### config.mk
export PLATFORM = sky130hd
export DESIGN_NAME = i2s_frame_streamer_flat
export DESIGN_NICKNAME = d
export VERILOG_FILES = /design/src/rtl/i2s_frame_streamer_if.sv /design/src/rtl/i2s_frame_streamer.sv /design/src/flat_wrapper.sv
export SDC_FILE = /design/constraint.sdc
export NUM_CORES = 1
export LEC_CHECK = 0
export ABC_AREA = 0
export CORE_MARGIN = 2
export CORE_UTILIZATION = 40
export CTS_CLUSTER_DIAMETER = 60
export DETAILED_ROUTE_END_ITERATION = 10
export GPL_TIMING_DRIVEN = 1
export SLEW_MARGIN = 10
export SYNTH_ARGS = -nofsm -noshare
export SYNTH_HDL_FRONTEND = slang
export SYNTH_SLANG_ARGS = --single-unit
### constraint.sdc
create_clock -name clk -period 2.6 [get_ports clk]
set_input_delay 0.52 -clock clk [delete_from_list [all_inputs] [get_ports clk]]
set_output_delay 0.52 -clock clk [all_outputs]
set_load 0.05 [all_outputs]
### src/rtl/i2s_frame_streamer_if.sv
// Frame-buffer read bus between the I2S frame streamer and its frame buffer.
// The frame buffer is synchronous-read: mem_rd_data is valid exactly one clk
// after mem_rd_en.
//   master : streamer side  (drives mem_rd_en / mem_rd_addr, takes mem_rd_data)
//   slave  : buffer side    (takes mem_rd_en / mem_rd_addr, drives mem_rd_data)
interface i2s_frame_streamer_if #(
  parameter int ADDR_W = 10,
  parameter int WORD_W = 16
);
  logic              mem_rd_en;
  logic [ADDR_W-1:0] mem_rd_addr;
  logic [WORD_W-1:0] mem_rd_data;

  modport master (output mem_rd_en, output mem_rd_addr, input  mem_rd_data);
  modport slave  (input  mem_rd_en, input  mem_rd_addr, output mem_rd_data);
endinterface

### src/rtl/i2s_frame_streamer.sv
// I2S frame streamer: on a start pulse, reads FRAME_WORDS words from a
// synchronous-read frame buffer and shifts them out MSB-first on a gated bit
// clock. A hold register prefetches the next word so the stream has no gaps.
// Ports:
//   clk, rst    : clock, synchronous active-high reset
//   start       : one-cycle frame request, ignored unless idle
//   mem         : frame-buffer read bus (master side)
//   i2s_clk     : bit clock, CLK_DIV clk low then CLK_DIV clk high per bit
//   i2s_data    : serial data, changes only at the start of a low phase
//   frame_sync  : high for the whole bit period of word 0, bit 0 (MSB)
//   busy        : frame in progress
//   done        : one-cycle end-of-frame pulse
module i2s_frame_streamer #(
  parameter int WORD_W      = 16,
  parameter int ADDR_W      = 10,
  parameter int FRAME_WORDS = 1024,
  parameter int CLK_DIV     = 1
) (
  input  logic                clk,
  input  logic                rst,
  input  logic                start,
  i2s_frame_streamer_if.master mem,
  output logic                i2s_clk,
  output logic                i2s_data,
  output logic                frame_sync,
  output logic                busy,
  output logic                done
);

  localparam int BCW = $clog2(WORD_W);
  localparam int WCW = (FRAME_WORDS > 1) ? $clog2(FRAME_WORDS) : 1;
  localparam int DCW = (CLK_DIV > 1) ? $clog2(CLK_DIV) : 1;
  localparam logic [BCW-1:0]    LAST_BIT  = BCW'(WORD_W - 1);
  localparam logic [WCW-1:0]    LAST_WORD = WCW'(FRAME_WORDS - 1);
  localparam logic [DCW-1:0]    LAST_DIV  = DCW'(CLK_DIV - 1);
  localparam logic [ADDR_W-1:0] LAST_ADDR = ADDR_W'(FRAME_WORDS - 1);

  // LOAD issues the word-1 prefetch while word 0 is in flight; PRIME is the
  // cycle word 0 is on the bus and gets captured into the shift register.
  typedef enum logic [2:0] {IDLE, LOAD, PRIME, RUN, FINISH} state_t;

  state_t              state_q, state_d;
  logic [DCW-1:0]      div_q, div_d;
  logic                ph_q, ph_d;        // 0: low phase, 1: high phase
  logic [BCW-1:0]      bit_q, bit_d;
  logic [WCW-1:0]      word_q, word_d;
  logic [WORD_W-1:0]   shreg_q, shreg_d;
  logic [WORD_W-1:0]   hold_q, hold_d;
  logic                rd_en_q, rd_en_d;
  logic [ADDR_W-1:0]   rd_addr_q, rd_addr_d;
  logic                rd_vld_q;          // mem_rd_data valid this cycle
  logic                i2s_clk_q, i2s_clk_d;
  logic                i2s_data_q, i2s_data_d;
  logic                fs_q, fs_d;
  logic                busy_q, busy_d;
  logic                done_q, done_d;

  always_comb begin
    state_d   = state_q;
    div_d     = div_q;
    ph_d      = ph_q;
    bit_d     = bit_q;
    word_d    = word_q;
    shreg_d   = shreg_q;
    hold_d    = hold_q;
    rd_en_d   = 1'b0;
    rd_addr_d = rd_addr_q;

    // Prefetched words land in the hold register; word 0 goes straight to
    // the shift register in PRIME instead.
    if (rd_vld_q && state_q == RUN) hold_d = mem.mem_rd_data;

    case (state_q)
      IDLE: begin
        if (start) begin
          state_d   = LOAD;
          rd_en_d   = 1'b1;
          rd_addr_d = '0;
        end
      end
      LOAD: begin
        state_d = PRIME;
        if (rd_addr_q != LAST_ADDR) begin
          rd_en_d   = 1'b1;
          rd_addr_d = rd_addr_q + ADDR_W'(1);
        end
      end
      PRIME: begin
        state_d = RUN;
        shreg_d = mem.mem_rd_data;
        div_d   = '0;
        ph_d    = 1'b0;
        bit_d   = '0;
        word_d  = '0;
      end
      RUN: begin
        if (div_q != LAST_DIV) begin
          div_d = div_q + DCW'(1);
        end else begin
          div_d = '0;
          if (!ph_q) begin
            ph_d = 1'b1;
          end else begin
            // End of a bit period: the next bit starts with a low phase.
            ph_d = 1'b0;
            if (bit_q != LAST_BIT) begin
              bit_d   = bit_q + BCW'(1);
              shreg_d = {shreg_q[WORD_W-2:0], 1'b0};
            end else begin
              bit_d = '0;
              if (word_q == LAST_WORD) begin
                state_d = FINISH;
                word_d  = '0;
              end else begin
                // Word boundary: reload from hold and refill it with the
                // word after next, a full word period ahead of its use.
                word_d  = word_q + WCW'(1);
                shreg_d = hold_q;
                if (rd_addr_q != LAST_ADDR) begin
                  rd_en_d   = 1'b1;
                  rd_addr_d = rd_addr_q + ADDR_W'(1);
                end
              end
            end
          end
        end
      end
      FINISH:  state_d = IDLE;
      default: state_d = IDLE;
    endcase

    // Outputs are registered from next-state values so they line up with
    // the state they describe.
    i2s_clk_d  = (state_d == RUN) && ph_d;
    i2s_data_d = (state_d == RUN) && shreg_d[WORD_W-1];
    fs_d       = (state_d == RUN) && (word_d == '0) && (bit_d == '0);
    busy_d     = (state_d == LOAD) || (state_d == PRIME) || (state_d == RUN);
    done_d     = (state_d == FINISH);
  end

  always_ff @(posedge clk) begin
    if (rst) begin
      state_q    <= IDLE;
      div_q      <= '0;
      ph_q       <= 1'b0;
      bit_q      <= '0;
      word_q     <= '0;
      shreg_q    <= '0;
      hold_q     <= '0;
      rd_en_q    <= 1'b0;
      rd_addr_q  <= '0;
      rd_vld_q   <= 1'b0;
      i2s_clk_q  <= 1'b0;
      i2s_data_q <= 1'b0;
      fs_q       <= 1'b0;
      busy_q     <= 1'b0;
      done_q     <= 1'b0;
    end else begin
      state_q    <= state_d;
      div_q      <= div_d;
      ph_q       <= ph_d;
      bit_q      <= bit_d;
      word_q     <= word_d;
      shreg_q    <= shreg_d;
      hold_q     <= hold_d;
      rd_en_q    <= rd_en_d;
      rd_addr_q  <= rd_addr_d;
      rd_vld_q   <= rd_en_q;
      i2s_clk_q  <= i2s_clk_d;
      i2s_data_q <= i2s_data_d;
      fs_q       <= fs_d;
      busy_q     <= busy_d;
      done_q     <= done_d;
    end
  end

  assign mem.mem_rd_en   = rd_en_q;
  assign mem.mem_rd_addr = rd_addr_q;
  assign i2s_clk         = i2s_clk_q;
  assign i2s_data        = i2s_data_q;
  assign frame_sync      = fs_q;
  assign busy            = busy_q;
  assign done            = done_q;

endmodule
### src/flat_wrapper.sv
// flat-port wrapper written by rule: the top's interface ports become plain ports
module i2s_frame_streamer_flat 
#(
  parameter int WORD_W      = 16,
  parameter int ADDR_W      = 10,
  parameter int FRAME_WORDS = 1024,
  parameter int CLK_DIV     = 1
)
  (clk, rst, start, i2s_clk, i2s_data, frame_sync, busy, done, mem_mem_rd_en, mem_mem_rd_addr, mem_mem_rd_data);
  i2s_frame_streamer_if #(.ADDR_W(ADDR_W), .WORD_W(WORD_W)) mem_i ();
  input  logic clk;
  input  logic rst;
  input  logic start;
  output logic i2s_clk;
  output logic i2s_data;
  output logic frame_sync;
  output logic busy;
  output logic done;
  output wire logic [$bits(mem_i.mem_rd_en)-1:0] mem_mem_rd_en;
  output wire logic [$bits(mem_i.mem_rd_addr)-1:0] mem_mem_rd_addr;
  input wire logic [$bits(mem_i.mem_rd_data)-1:0] mem_mem_rd_data;
  assign mem_mem_rd_en = mem_i.mem_rd_en;
  assign mem_mem_rd_addr = mem_i.mem_rd_addr;
  assign mem_i.mem_rd_data = mem_mem_rd_data;
  i2s_frame_streamer #(.WORD_W(WORD_W), .ADDR_W(ADDR_W), .FRAME_WORDS(FRAME_WORDS), .CLK_DIV(CLK_DIV)) u_core (.clk(clk), .rst(rst), .start(start), .mem(mem_i), .i2s_clk(i2s_clk), .i2s_data(i2s_data), .frame_sync(frame_sync), .busy(busy), .done(done));
endmodule
==> impl_metrics.tcl <==
set metrics [dict create \
    status "finished, final reports clean" \
    peakVddDrop_mv 0.321 \
    fin_cells 496 \
    max_freq_mhz 454 \
    drv_slew 0 \
    drt_wl_total_microns 7530 \
    dp.cells 480 \
    yosys.area_share.simple 0.245 \
    finalSetupTns_ns 0 \
    rsz0062_at_grt "no" \
    crit_arrival_ns 2.48 \
    worstPathRequired_ns 2.88 \
    synthArstFlopShare 0 \
    synth_flop_cell "dfxtp_1" \
    end_kind "register" \
    num_io_pins 35 \
    htree_levels 3 \
    fin_ws_ns 0.398 \
    viasPerCell 5.59 \
    portBuffers 34 \
    period_share 0.847 \
    synth-compound-area-share 0.243 \
    cts.sinks 67 \
    synth_top_family_by_area "simple AND/OR/NAND/NOR gates" \
    ant_nets 0 \
    dp_slack_ns 0.416 \
    relSlewSlack 0.665 \
    grt_pass1_vias 2649 \
    post_drt_wl_per_cell_microns 15.2 \
    synthDistinctLibCells 60 \
    synth-xor-area-share 0.0166 \
    synthTopCellsByArea "dfxtp_1 42%, nand2_1 5.8%, a222oi_1 4.4%" \
    initial_core_util 0.412 \
    grt_max_degree 43 \
    cts-root-buf "clkbuf_8" \
    post-cts-setup-buffer-count 0 \
    hold_slack_ns 0.458 \
    synthToLayoutAreaGrowth_pct 18.6 \
    core-area_sq_mm 0.00769 \
    tightest_slew_ns 0.501 \
    startpoint_type "register" \
    min_path_type "register to register" \
    clkLatencyLatePin_ns 0.35 \
    die_area_sq_mm 0.00865 \
    setup_violations 0 \
    path_clk_slew_ns 0.08 \
    die_w_microns 93.0 \
    synth_top_area_share 0.423 \
    postCtsHoldBufs 0 \
    dr.pass1.iters 5 \
    maxCapViolations 0 \
    hpwl_microns 5060 \
    synth-edff-count 0 \
    place_congestion 0.891 \
    drive_above_1_share 0.102 \
    cts_resized 0 \
    drtIter0Drc 141 \
    p_per_area_mw_per_mm2 671 \
    syn-instance-count 362 \
    num_antenna_cells 0 \
    clock_path_buffers 2 \
    fp.dieH_microns 93.0 \
    antenna_found_initial 0 \
    p_leak_nw 1.28 \
    ys_seq_area_frac 0.423 \
    synth.net_count 384 \
    grtUsageTotal 0.188 \
    fin_nets 411 \
    yosys-mux-area-fraction 0.00947 \
    reg2reg_slack_ns 0.40 \
    worstPathMaxFanout 9 \
    crit_type "register to register" \
    synth_adder_area_share 0.0118 \
    cts_made_buffers 9 \
    gr-total-overflow 0 \
    avgSynthCellArea_sq_um 8.76 \
    rows 32 \
    yosysWarningCount 0 \
    synth_seq_cells 67 \
    fin_skew_ns 0.0106 \
    yosys.area.top_type "dfxtp_1" \
    hold_viol_final 0 \
    period_minus_slack_ns 2.20 \
    synth_area_sq_mm 0.00317 \
    num_vias 2773 \
    placed_area_sq_mm 0.00356 \
    grt_pass1_wl_microns 12900 \
    cts_tree "done" \
    stdcell_area_sq_mm 0.00376 \
    route.detailed.drc 0 \
]
## cell families after synthesis
family / after synthesis
compound gates: 105
simple gates: 146
flops: 67
fa+ha+maj: 3
xor+xnor: 6
mux: 3
buf+inv: 32
## metal layers
metal	routed length, microns	up-vias	GRT usage	share of wire
met2	3520	65	0.311	0.47
met4	77	0	0.0686	0.010
met1	3630	1285	0.239	0.48
li1	-	1416	-	-
met5	0	-	0	0
met3	296	7	0.0419	0.039
## cell usage after synthesis (3+ instances only)
library cell	n
o2bb2ai_1	15
nand4_1	8
nor2_2	3
nor2b_1	7
a222oi_1	14
buf_6	3
dfxtp_1	67
buf_4	3
and4_1	6
or3_1	5
xor2_1	6
mux2i_1	3
nand3_1	8
o21ai_0	15
buf_2	7
nor3_1	9
nor4_1	4
clkbuf_1	14
a21oi_1	27
ha_1	3
nand2b_1	3
nor2_1	25
a21o_1	4
nand2_1	49
a22oi_1	4
and3_1	6
inv_1	4
## worst paths after layout
kind / startpoint / end / cells after the start
max: u_core.bit_q[0] / u_core.mem.mem_rd_addr[9] / 7
min: u_core.hold_q[0] / u_core.hold_q[0] / 2
max reg2reg: u_core.bit_q[0] / u_core.mem.mem_rd_addr[9] / 7
min reg2reg: u_core.hold_q[0] / u_core.hold_q[0] / 2
## through the flow
stage	power, mW	utilization
2_1_floorplan	1.53	-
3_3_place_gp	1.67	0.463
3_5_place_dp	1.67	0.463
4_1_cts	2.55	0.489
5_1_grt	2.66	0.489
6_report	2.52	0.489
## flip-flops by register name, indices dropped and copies added, names as in the netlist, 3 cells and up
name	cells
u_core.bit_q	4
u_core.hold_q	16
u_core.mem.mem_rd_addr	10
u_core.shreg_q	16
u_core.state_q	3
u_core.word_q	10
## critical path, stage by stage, from the launching register on
cell	delay, ns
dfxtp_1	0.38
ha_1	0.21
and4_1	0.40
o31ai_2	0.14
a21oi_2	0.33
nor2_2	0.15
or3_1	0.36
a21oi_1	0.15
## where the power goes
group / switching [mW] / total (mW) / internal, mW
combinational: 0.320 / 0.512 / 0.192
clock: 0.428 / 0.875 / 0.447
sequential: 0.0422 / 1.14 / 1.09
total: 0.790 / 2.52 / 1.73
## layout by cell type (no fill, tap or decap), types with 5 or more instances in the layout
| cell | Yosys | routed |
|---|---|---|
| a21oi_1 | 27 | 27 |
| a222oi_1 | 14 | 14 |
| and3_1 | 6 | 6 |
| and4_1 | 6 | 6 |
| buf_4 | 3 | 10 |
| clkbuf_8 | 0 | 9 |
| clkdlybuf4s50_1 | 0 | 33 |
| dfxtp_1 | 67 | 67 |
| nand2_1 | 49 | 49 |
| nand3_1 | 8 | 8 |
| nand4_1 | 8 | 8 |
| nor2_1 | 25 | 25 |
| nor2b_1 | 7 | 7 |
| nor3_1 | 9 | 9 |
| o21ai_0 | 15 | 15 |
| o2bb2ai_1 | 15 | 15 |
| or3_1 | 5 | 5 |
| xor2_1 | 6 | 6 |
## cell type report
cell class | count | area (sq um)
Fill cell | 793 | 3930
Timing Repair Buffer | 44 | 410
Sequential cell | 67 | 1340
Inverter | 4 | 15.0
Clock buffer | 9 | 124
Multi-Input combinational cell | 263 | 1670
Tap cell | 102 | 128
Clock inverter | 7 | 76.3
Power figures use the tool's default switching activity.
